--- config.mk ---
export PLATFORM = sky130hd
export DESIGN_NAME = wb_gpio_ctrl
export DESIGN_NICKNAME = d
export VERILOG_FILES = /design/src/rtl/wb_gpio_ctrl.sv
export SDC_FILE = /design/constraint.sdc
export NUM_CORES = 1
export LEC_CHECK = 0
export ABC_AREA = 1
export BUFFER_PORTS_ARGS = -buffer_cell sky130_fd_sc_hd__clkbuf_2
export CAP_MARGIN = 20
export CORE_UTILIZATION = 50
export DETAILED_ROUTE_END_ITERATION = 6
export HOLD_SLACK_MARGIN = 0.06
export MAX_ROUTING_LAYER = met4
export PLACE_DENSITY = 0.73
export SLEW_MARGIN = 20
export SYNTH_ARGS = -nofsm -noshare
export SYNTH_HDL_FRONTEND = slang
export SYNTH_SLANG_ARGS = --single-unit
export TNS_END_PERCENT = 50
--- constraint.sdc ---
create_clock -name wb_clk_i -period 9.1 [get_ports wb_clk_i]
set_input_delay 0.455 -clock wb_clk_i [delete_from_list [all_inputs] [get_ports wb_clk_i]]
set_output_delay 0.455 -clock wb_clk_i [all_outputs]
set_load 0.01 [all_outputs]
--- src/rtl/wb_gpio_ctrl.sv ---
// Wishbone GPIO block: 38 pad outputs/enables, synchronized inputs and rising-edge interrupts.
// Single-cycle ack one clock after select (2 cycles per transfer). No wait states beyond that; io_active gates the pads.
module wb_gpio_ctrl #(
  parameter logic [31:0] BASE_ADR = 32'h3000_0000,
  parameter int          NIO      = 38
) (
  input  logic            wb_clk_i,
  input  logic            wb_rst_i,
  input  logic            wbs_cyc_i,
  input  logic            wbs_stb_i,
  input  logic            wbs_we_i,
  input  logic [3:0]      wbs_sel_i,
  input  logic [31:0]     wbs_adr_i,
  input  logic [31:0]     wbs_dat_i,
  output logic            wbs_ack_o,
  output logic [31:0]     wbs_dat_o,
  input  logic            io_active,
  input  logic [NIO-1:0]  io_in,
  output logic [NIO-1:0]  io_out,
  output logic [NIO-1:0]  io_oeb,
  output logic [2:0]      user_irq
);

  localparam int HW = NIO - 32;

  logic            ack_q, ack_d;
  logic [31:0]     dat_q, dat_d;
  logic            irq_q, irq_d;
  logic [31:0]     out_lo_q, out_lo_d;
  logic [HW-1:0]   out_hi_q, out_hi_d;
  logic [31:0]     oeb_lo_q, oeb_lo_d;
  logic [HW-1:0]   oeb_hi_q, oeb_hi_d;
  logic [31:0]     irq_en_q, irq_en_d;
  logic [31:0]     irq_stat_q, irq_stat_d;
  logic [NIO-1:0]  sync1_q, sync2_q;
  logic [31:0]     prev_q;

  logic        sel, acc, wr;
  logic [2:0]  ra;
  logic [31:0] wmask, clr, rise, rdata;
  logic        unused_adr;

  assign unused_adr = ^wbs_adr_i[1:0];

  assign sel   = wbs_cyc_i & wbs_stb_i & (wbs_adr_i[31:5] == BASE_ADR[31:5]);
  // The access is taken on the edge that raises ack; the next cycle ack is high and blocks a repeat.
  assign acc   = sel & ~ack_q;
  assign wr    = acc & wbs_we_i;
  assign ra    = wbs_adr_i[4:2];
  assign wmask = {{8{wbs_sel_i[3]}}, {8{wbs_sel_i[2]}}, {8{wbs_sel_i[1]}}, {8{wbs_sel_i[0]}}};
  assign rise  = sync2_q[31:0] & ~prev_q;

  always_comb begin
    out_lo_d = out_lo_q;
    out_hi_d = out_hi_q;
    oeb_lo_d = oeb_lo_q;
    oeb_hi_d = oeb_hi_q;
    irq_en_d = irq_en_q;
    clr      = '0;
    if (wr) begin
      case (ra)
        3'd0:    out_lo_d = (out_lo_q & ~wmask) | (wbs_dat_i & wmask);
        3'd1:    out_hi_d = (out_hi_q & ~wmask[HW-1:0]) | (wbs_dat_i[HW-1:0] & wmask[HW-1:0]);
        3'd2:    oeb_lo_d = (oeb_lo_q & ~wmask) | (wbs_dat_i & wmask);
        3'd3:    oeb_hi_d = (oeb_hi_q & ~wmask[HW-1:0]) | (wbs_dat_i[HW-1:0] & wmask[HW-1:0]);
        3'd6:    irq_en_d = (irq_en_q & ~wmask) | (wbs_dat_i & wmask);
        3'd7:    clr      = wbs_dat_i & wmask;
        default: clr      = '0;
      endcase
    end
    // A new edge in the same cycle as its W1C must not be lost.
    irq_stat_d = (irq_stat_q & ~clr) | rise;
  end

  always_comb begin
    rdata = '0;
    case (ra)
      3'd0:    rdata = out_lo_q;
      3'd1:    rdata = {{(32-HW){1'b0}}, out_hi_q};
      3'd2:    rdata = oeb_lo_q;
      3'd3:    rdata = {{(32-HW){1'b0}}, oeb_hi_q};
      3'd4:    rdata = sync2_q[31:0];
      3'd5:    rdata = {{(32-HW){1'b0}}, sync2_q[NIO-1:32]};
      3'd6:    rdata = irq_en_q;
      default: rdata = irq_stat_q;
    endcase
    ack_d = acc;
    dat_d = acc ? rdata : 32'h0;
    irq_d = |(irq_stat_q & irq_en_q);
  end

  always_ff @(posedge wb_clk_i or posedge wb_rst_i) begin
    if (wb_rst_i) begin
      ack_q      <= 1'b0;
      dat_q      <= '0;
      irq_q      <= 1'b0;
      out_lo_q   <= '0;
      out_hi_q   <= '0;
      oeb_lo_q   <= '1;
      oeb_hi_q   <= '1;
      irq_en_q   <= '0;
      irq_stat_q <= '0;
      sync1_q    <= '0;
      sync2_q    <= '0;
      prev_q     <= '0;
    end else begin
      ack_q      <= ack_d;
      dat_q      <= dat_d;
      irq_q      <= irq_d;
      out_lo_q   <= out_lo_d;
      out_hi_q   <= out_hi_d;
      oeb_lo_q   <= oeb_lo_d;
      oeb_hi_q   <= oeb_hi_d;
      irq_en_q   <= irq_en_d;
      irq_stat_q <= irq_stat_d;
      sync1_q    <= io_in;
      sync2_q    <= sync1_q;
      prev_q     <= sync2_q[31:0];
    end
  end

  assign wbs_ack_o = ack_q;
  assign wbs_dat_o = dat_q;
  assign user_irq  = {2'b00, irq_q};
  assign io_out    = io_active ? {out_hi_q, out_lo_q} : '0;
  assign io_oeb    = io_active ? {oeb_hi_q, oeb_lo_q} : '1;

endmodule

==> metrics.yaml, run 1 <==
logic_synthesis:
  netlist_area_sq_um: 12500
  muxShareOfSynthArea: 0
  synth-edff-count: 0
  synth_top_area_frac: 0.489
  synth_fa_ha_area_frac: 0
  synthArstFlopShare: 1.00
  synth.avg_cell_area_sq_um: 8.73
  synth-compound-area-share: 0.0637
  yosysMostFrequentCell: "nand2_1"
  synth_top_family_by_area: "simple AND/OR/NAND/NOR gates"
  syn_inst: 1429
  synth_cell_types: 32
  ys_ff_latch: 282
  yosys.area_share.simple: 0.278
  synth_top_area_cell: "dfrtp_1"
  synth_xor_area_frac: 0
  yosys_warnings: 0
  yosys_most_used_dff: "dfrtp_1"
  synth.top_cells.by_count: "nand2_1 (482), dfrtp_1 (244), inv_1 (171)"
  seq_area_frac_synth: 0.569
  ys_top_cells_by_area: "dfrtp_1 (49%), nand2_1 (14%), dfstp_2 (8.0%)"
clocking:
  clkSinkCount: 282
  ctsRootBufferMaster: "clkbuf_16"
  clockBufferDepth: 3
  post_cts_resized: 0
  cts_hold_buffers: 38
  cts_tree: "done"
  htreeDepth: 1
  post_cts.repair.setup_buffers: 0
  clk_latency_ns: 0.56
  cts-buffers-inserted: 30
  clk_pin_slew_ns: 0.06
sta:
  worst_slack_ns: 6.51
  hold_viol_final: 0
  slew_headroom: 0.252
  timing.final.crit_share: 0.285
  tightest_slew_ns: 1.12
  skew_ns: 0.0174
  min_period_ns: 2.59
  setup_viol: 0
  rsz0062_at_grt: "false"
  holdWs_ns: 0.0827
  tns_ns: 0
  slew_violations: 0
  max_freq_mhz: 386
die:
  start_util: 0.512
  fp.dieH_microns: 160
  core-area_sq_um: 24400
  num_rows: 57
  die_x_microns: 160
  pin_count: 224
  dieArea_sq_um: 25600
setup_path:
  cp_max_fo: 89
  crit_required_ns: 9.59
  critPathCaptureType: "flip-flop"
  critPathArrivalTime_ns: 3.08
  criticalPathCategory: "input pin to flip-flop"
  critPathLaunchType: "input pin"
pwr:
  switching_share: 0.231
  ir_drop_mv: 0.147
  p_switching_uw: 618
  p_per_area_nw_per_um2: 178
  power_frac_comb: 0.062
  p_int_mw: 2.06
  power_frac_seq: 0.482
  total_power_mw: 2.68
  p_leak_nw: 7.92
  clockPowerShare: 0.456
place:
  port_buffers: 219
  dp_hpwl_mm: 19.3
  gp_congestion: 0.875
  dp.cells: 1899
  dpl_cell_area_sq_um: 13600
  place_ws_ns: 5.98
global_route:
  antenna_found_initial: 1
  grt_max_degree: 136
  grt_pass1_wl_mm: 53.4
  track_usage: 0.268
  grt.overflow.total: 0
  grt_pass1_vias: 10200
drt:
  wl_per_cell_microns: 16.5
  vias: 10700
  detail_route.iter0.violations: 1021
  ant_nets: 0
  via_per_inst: 5.35
  drc: 0
  wl_mm: 32.8
  firstDrtPassIters: 7
final_layout:
  fin_area_sq_um: 15000
  stdcell_count: 1994
  nets: 1757
  layout-drive-gt1-share: 0.211
  syn_to_final_growth_pct: 20.3
  multi_input_area_sq_um: 4270
  register_area_sq_um: 7100
  fin_util: 0.616
  fillers: 2101
hold_path:
  hold_path.class: "input pin to async pin"
run_status:
  status: "completed"
flow_run:
  maxCapViolations: 0
==> worst max-delay path, cell delays in order <==
cell,delay [ns]
clkbuf_2,0.08
buf_4,0.65
inv_1,0.17
nor2_4,0.46
buf_4,0.81
nand4_1,0.23
nand2_1,0.12
==> placed cells by master, fill, tap and decap left out, types with 9 or more instances in the layout <==
| cell type | synthesis | final |
|---|---|---|
| o21ai_1 | 10 | 10 |
| nand4_1 | 142 | 142 |
| or2_2 | 9 | 9 |
| dlygate4sd3_1 | 0 | 38 |
| a21oi_1 | 59 | 59 |
| nand2_1 | 482 | 482 |
| o21ai_0 | 30 | 30 |
| inv_1 | 171 | 169 |
| nand4_4 | 12 | 12 |
| nor2_1 | 88 | 87 |
| buf_4 | 8 | 10 |
| clkbuf_16 | 0 | 30 |
| dfrtp_1 | 244 | 244 |
| o2111ai_1 | 11 | 11 |
| clkbuf_2 | 0 | 218 |
| dfstp_2 | 38 | 38 |
| a22o_1 | 10 | 10 |
==> logic make-up (layout without fill, tap and decap cells) <==
group,count (synthesis),count (layout)
other cells,1,3
buf+inv,261,500
simple gates,749,749
compound gates,136,136
flops,282,282
==> worst paths after layout <==
kind / startpoint / to / slack (ns) / cells after the start
setup / recovery: wbs_we_i / flip-flop / 6.51 / 7
hold / removal: wb_rst_i / sync1_q[9]$_DFF_PP0_ / 0.08 / 2
setup reg to reg: wbs_ack_o$_DFF_PP0_ / flip-flop / 6.61 / 8
hold reg to reg: sync1_q[15]$_DFF_PP0_ / sync2_q[15]$_DFF_PP0_ / 0.34 / 0
max in group asynchronous: wb_rst_i / prev_q[0]$_DFF_PP0_ / 7.46 / 3
min in group wb_clk_i: wbs_dat_i[16] / flip-flop / 0.15 / 3
==> cell type report <==
| type | instances | area share |
|---|---|---|
| Sequential cell | 282 | 0.473 |
| Multi-Input combinational cell | 887 | 0.284 |
| Timing Repair Buffer | 267 | 0.103 |
| Clock buffer | 46 | 0.0593 |
| Inverter | 177 | 0.0448 |
| Tap cell | 324 | 0.0270 |
| Clock inverter | 10 | 0.00783 |
| Antenna cell | 1 | 0.000167 |
==> power groups by stage <==
stage,logic (mW),registers [mW],clock network [mW]
3_5_place_dp,0.154,1.31,0
3_3_place_gp,0.152,1.31,0
2_1_floorplan,0.0880,1.31,0
4_1_cts,0.167,1.29,1.24
5_1_grt,0.185,1.29,1.28
6_report,0.166,1.29,1.22
==> layer usage <==
| metal | up-vias | routed length (microns) | share of wire | track usage |
|---|---|---|---|---|
| li1 | 5035 | - | - | - |
| met1 | 5116 | 14100 | 0.43 | 0.362 |
| met2 | 444 | 15700 | 0.48 | 0.431 |
| met3 | 64 | 2230 | 0.068 | 0.0294 |
| met4 | 0 | 828 | 0.025 | 0.0779 |
| met5 | - | 0 | 0 | - |
Note: power is estimated with default switching activity, not from simulation.
==> run 2: changes to the inputs <==
==> constraint.sdc (replaced) <==
create_clock -name wb_clk_i -period 2.7 [get_ports wb_clk_i]
set_input_delay 0.135 -clock wb_clk_i [delete_from_list [all_inputs] [get_ports wb_clk_i]]
set_output_delay 0.135 -clock wb_clk_i [all_outputs]
set_load 0.01 [all_outputs]
==> metrics.yaml, run 2 (synthesis results as in run 1) <==
setup_path:
  worstPathCellList: "dlygate4sd3_1 -> clkbuf_2 -> nor2_1 -> dlygate4sd3_1 -> nand2_1 -> nor2_1 -> nand2_2 -> nor2_8 -> buf_12 -> nand4_4 -> nand2_1 -> nand2_1"
  worst_path_largest_cell_delay_ns: 0.57  # -0.24 ns
  crit_required_ns: 3.13  # -6.46 ns
  criticalPathCategory: "input pin to flip-flop"
  critPathLaunch: "wbs_adr_i[8]"
  ff2ff_setup_slack_ns: 0.91  # -5.70 ns
  cp_slowest_cell: "dlygate4sd3_1"
  crit_top_cell: "nand2_1"
  timing.rr.start: "wbs_ack_o$_DFF_PP0_"
  critPathCaptureType: "flip-flop"
  worst-r2r-cell-count: 9  # +1
  cp_max_fo: 38  # -57%
  critPathArrivalTime_ns: 2.66  # -0.42 ns
  critPathLaunchType: "input pin"
sta:
  skew_ns: 0.00964  # -0.00780 ns
  rsz0062_at_grt: "false"
  holdWs_ns: 0.162  # +0.0795 ns
  tightest_slew_ns: 0.896  # -0.225 ns
  slew_headroom: 0.403  # +0.151
  hold_viol_final: 0  # unchanged
  max_freq_mhz: 449
  timing.final.crit_share: 0.825
  slew_violations: 0  # unchanged
  min_period_ns: 2.23
  setup_viol: 0  # unchanged
die:
  dieArea_sq_um: 25600  # unchanged
  core-area_sq_um: 24400  # unchanged
  fp.dieH_microns: 160  # unchanged
  num_rows: 57  # unchanged
  start_util: 0.512  # unchanged
  die_x_microns: 160  # unchanged
  pin_count: 224  # unchanged
drt:
  via_per_inst: 5.39  # +0.80%
  firstDrtPassIters: 5  # -2
  vias: 11000  # +3.4%
  wl_per_cell_microns: 16.7  # +1.2%
  drc: 0  # unchanged
  ant_nets: 0  # unchanged
  detail_route.iter0.violations: 897  # -12%
  wl_mm: 34.1  # +3.8%
flow_run:
  maxCapViolations: 0  # unchanged
global_route:
  grt_pass1_wl_mm: 54.8  # +2.7%
  grt.overflow.total: 0  # unchanged
  track_usage: 0.275  # +0.00671
  grt_pass1_vias: 10700  # +4.7%
  antenna_found_initial: 1  # unchanged
  grt_max_degree: 109  # -20%
clocking:
  cts_tree: "done"
  post_cts_resized: 0  # unchanged
  post_cts.repair.setup_buffers: 0  # unchanged
  clockBufferDepth: 3  # unchanged
  ctsRootBufferMaster: "clkbuf_16"
  clk_pin_slew_ns: 0.06  # about the same
  cts-buffers-inserted: 30  # unchanged
  htreeDepth: 1  # unchanged
  clkSinkCount: 282  # unchanged
  clk_latency_ns: 0.54  # -0.02 ns
place:
  port_buffers: 219  # unchanged
  dp_hpwl_mm: 20.7  # +7.0%
  gp_congestion: 0.876  # about the same
final_layout:
  final_common_cell: "nand2_1"
  register_area_sq_um: 7100  # unchanged
  fillers: 1975  # -6.0%
  nets: 1809  # +3.0%
  mostFrequentLayoutCells: "nand2_1 (482), dfrtp_1 (244), clkbuf_2 (219), inv_1 (169), nand4_1 (142)"
  fin_util: 0.642  # +0.0263
  multi_input_area_sq_um: 4270  # unchanged
  layout-drive-gt1-share: 0.217  # +0.00641
  syn_to_final_growth_pct: 25.4
hold_path:
  hold_path.class: "input pin to flip-flop"
  worstHoldStart: "wbs_adr_i[2]"
pwr:
  ir_drop_mv: 0.437  # +200%
  p_per_area_nw_per_um2: 590  # +230%
  p_leak_nw: 8.21  # +3.6%
run_status:
  status: "completed"
[run 2: cell type report]
cell class                 count  share of cell area
sequential                   282               0.454
multi-input combinational    887               0.273
timing repair buffer         319               0.138
clock buffer                  42              0.0579
inverter                     177              0.0427
tap                          324              0.0259
clock inverter                14             0.00895
antenna                        1            0.000160
[run 2: how the worst min path moves through the flow]
| stage | to | slack [ns] | depth (start not counted) |
|---|---|---|---|
| CTS | flip-flop | 0.14 | 6 |
| floorplan | sync1_q[0]$_DFF_PP0_ | 0.17 | 0 |
| finish | flip-flop | 0.16 | 6 |
| global route | flip-flop | 0.20 | 6 |
| global placement | sync1_q[6]$_DFF_PP0_ | 0.24 | 1 |
| detailed placement | sync1_q[13]$_DFF_PP0_ | 0.24 | 1 |
[run 2: stage by stage]
stage	cell area (sq um)	cells	power, mW	worst slack [ns]	setup TNS, ns
finish	15700	2046	9.23	0.473	0
global route	15700	2046	9.52	0.316	0
CTS	15700	2045	9.29	0.505	0
detailed placement	13900	1915	4.97	0.888	0
global placement	13900	1915	4.96	0.942	0
floorplan	12500	1430	4.71	-1.14	-283.76
[run 2: what timing repair did]
item,in CTS,in global routing
hold endpoints to repair,194,0
endpoints found under the setup margin,0,0
hold buffers,74,0
[run 2: metal layers]
metal | track usage | part of all wire | vias up
met4 | 0.0853 | 0.026 | 0
met3 | 0.0377 | 0.077 | 77
li1 | - | - | 5141
met5 | - | 0 | -
met2 | 0.451 | 0.48 | 504
met1 | 0.355 | 0.42 | 5303
[run 2: critical path, delay by kind of cell]
kind | cells | cell delay (ns)
simple gates | 8 | 1.03
buf+inv | 4 | 1.47
[run 2: power breakdown]
group / switching (mW) / total [mW] / internal [mW] / leakage [nW]
registers: 0.0355 / 4.35 / 4.31 / 3.38
clock network: 1.71 / 4.25 / 2.54 / 0.512
logic: 0.411 / 0.636 / 0.225 / 4.31
total: 2.16 / 9.23 / 7.07 / 8.21
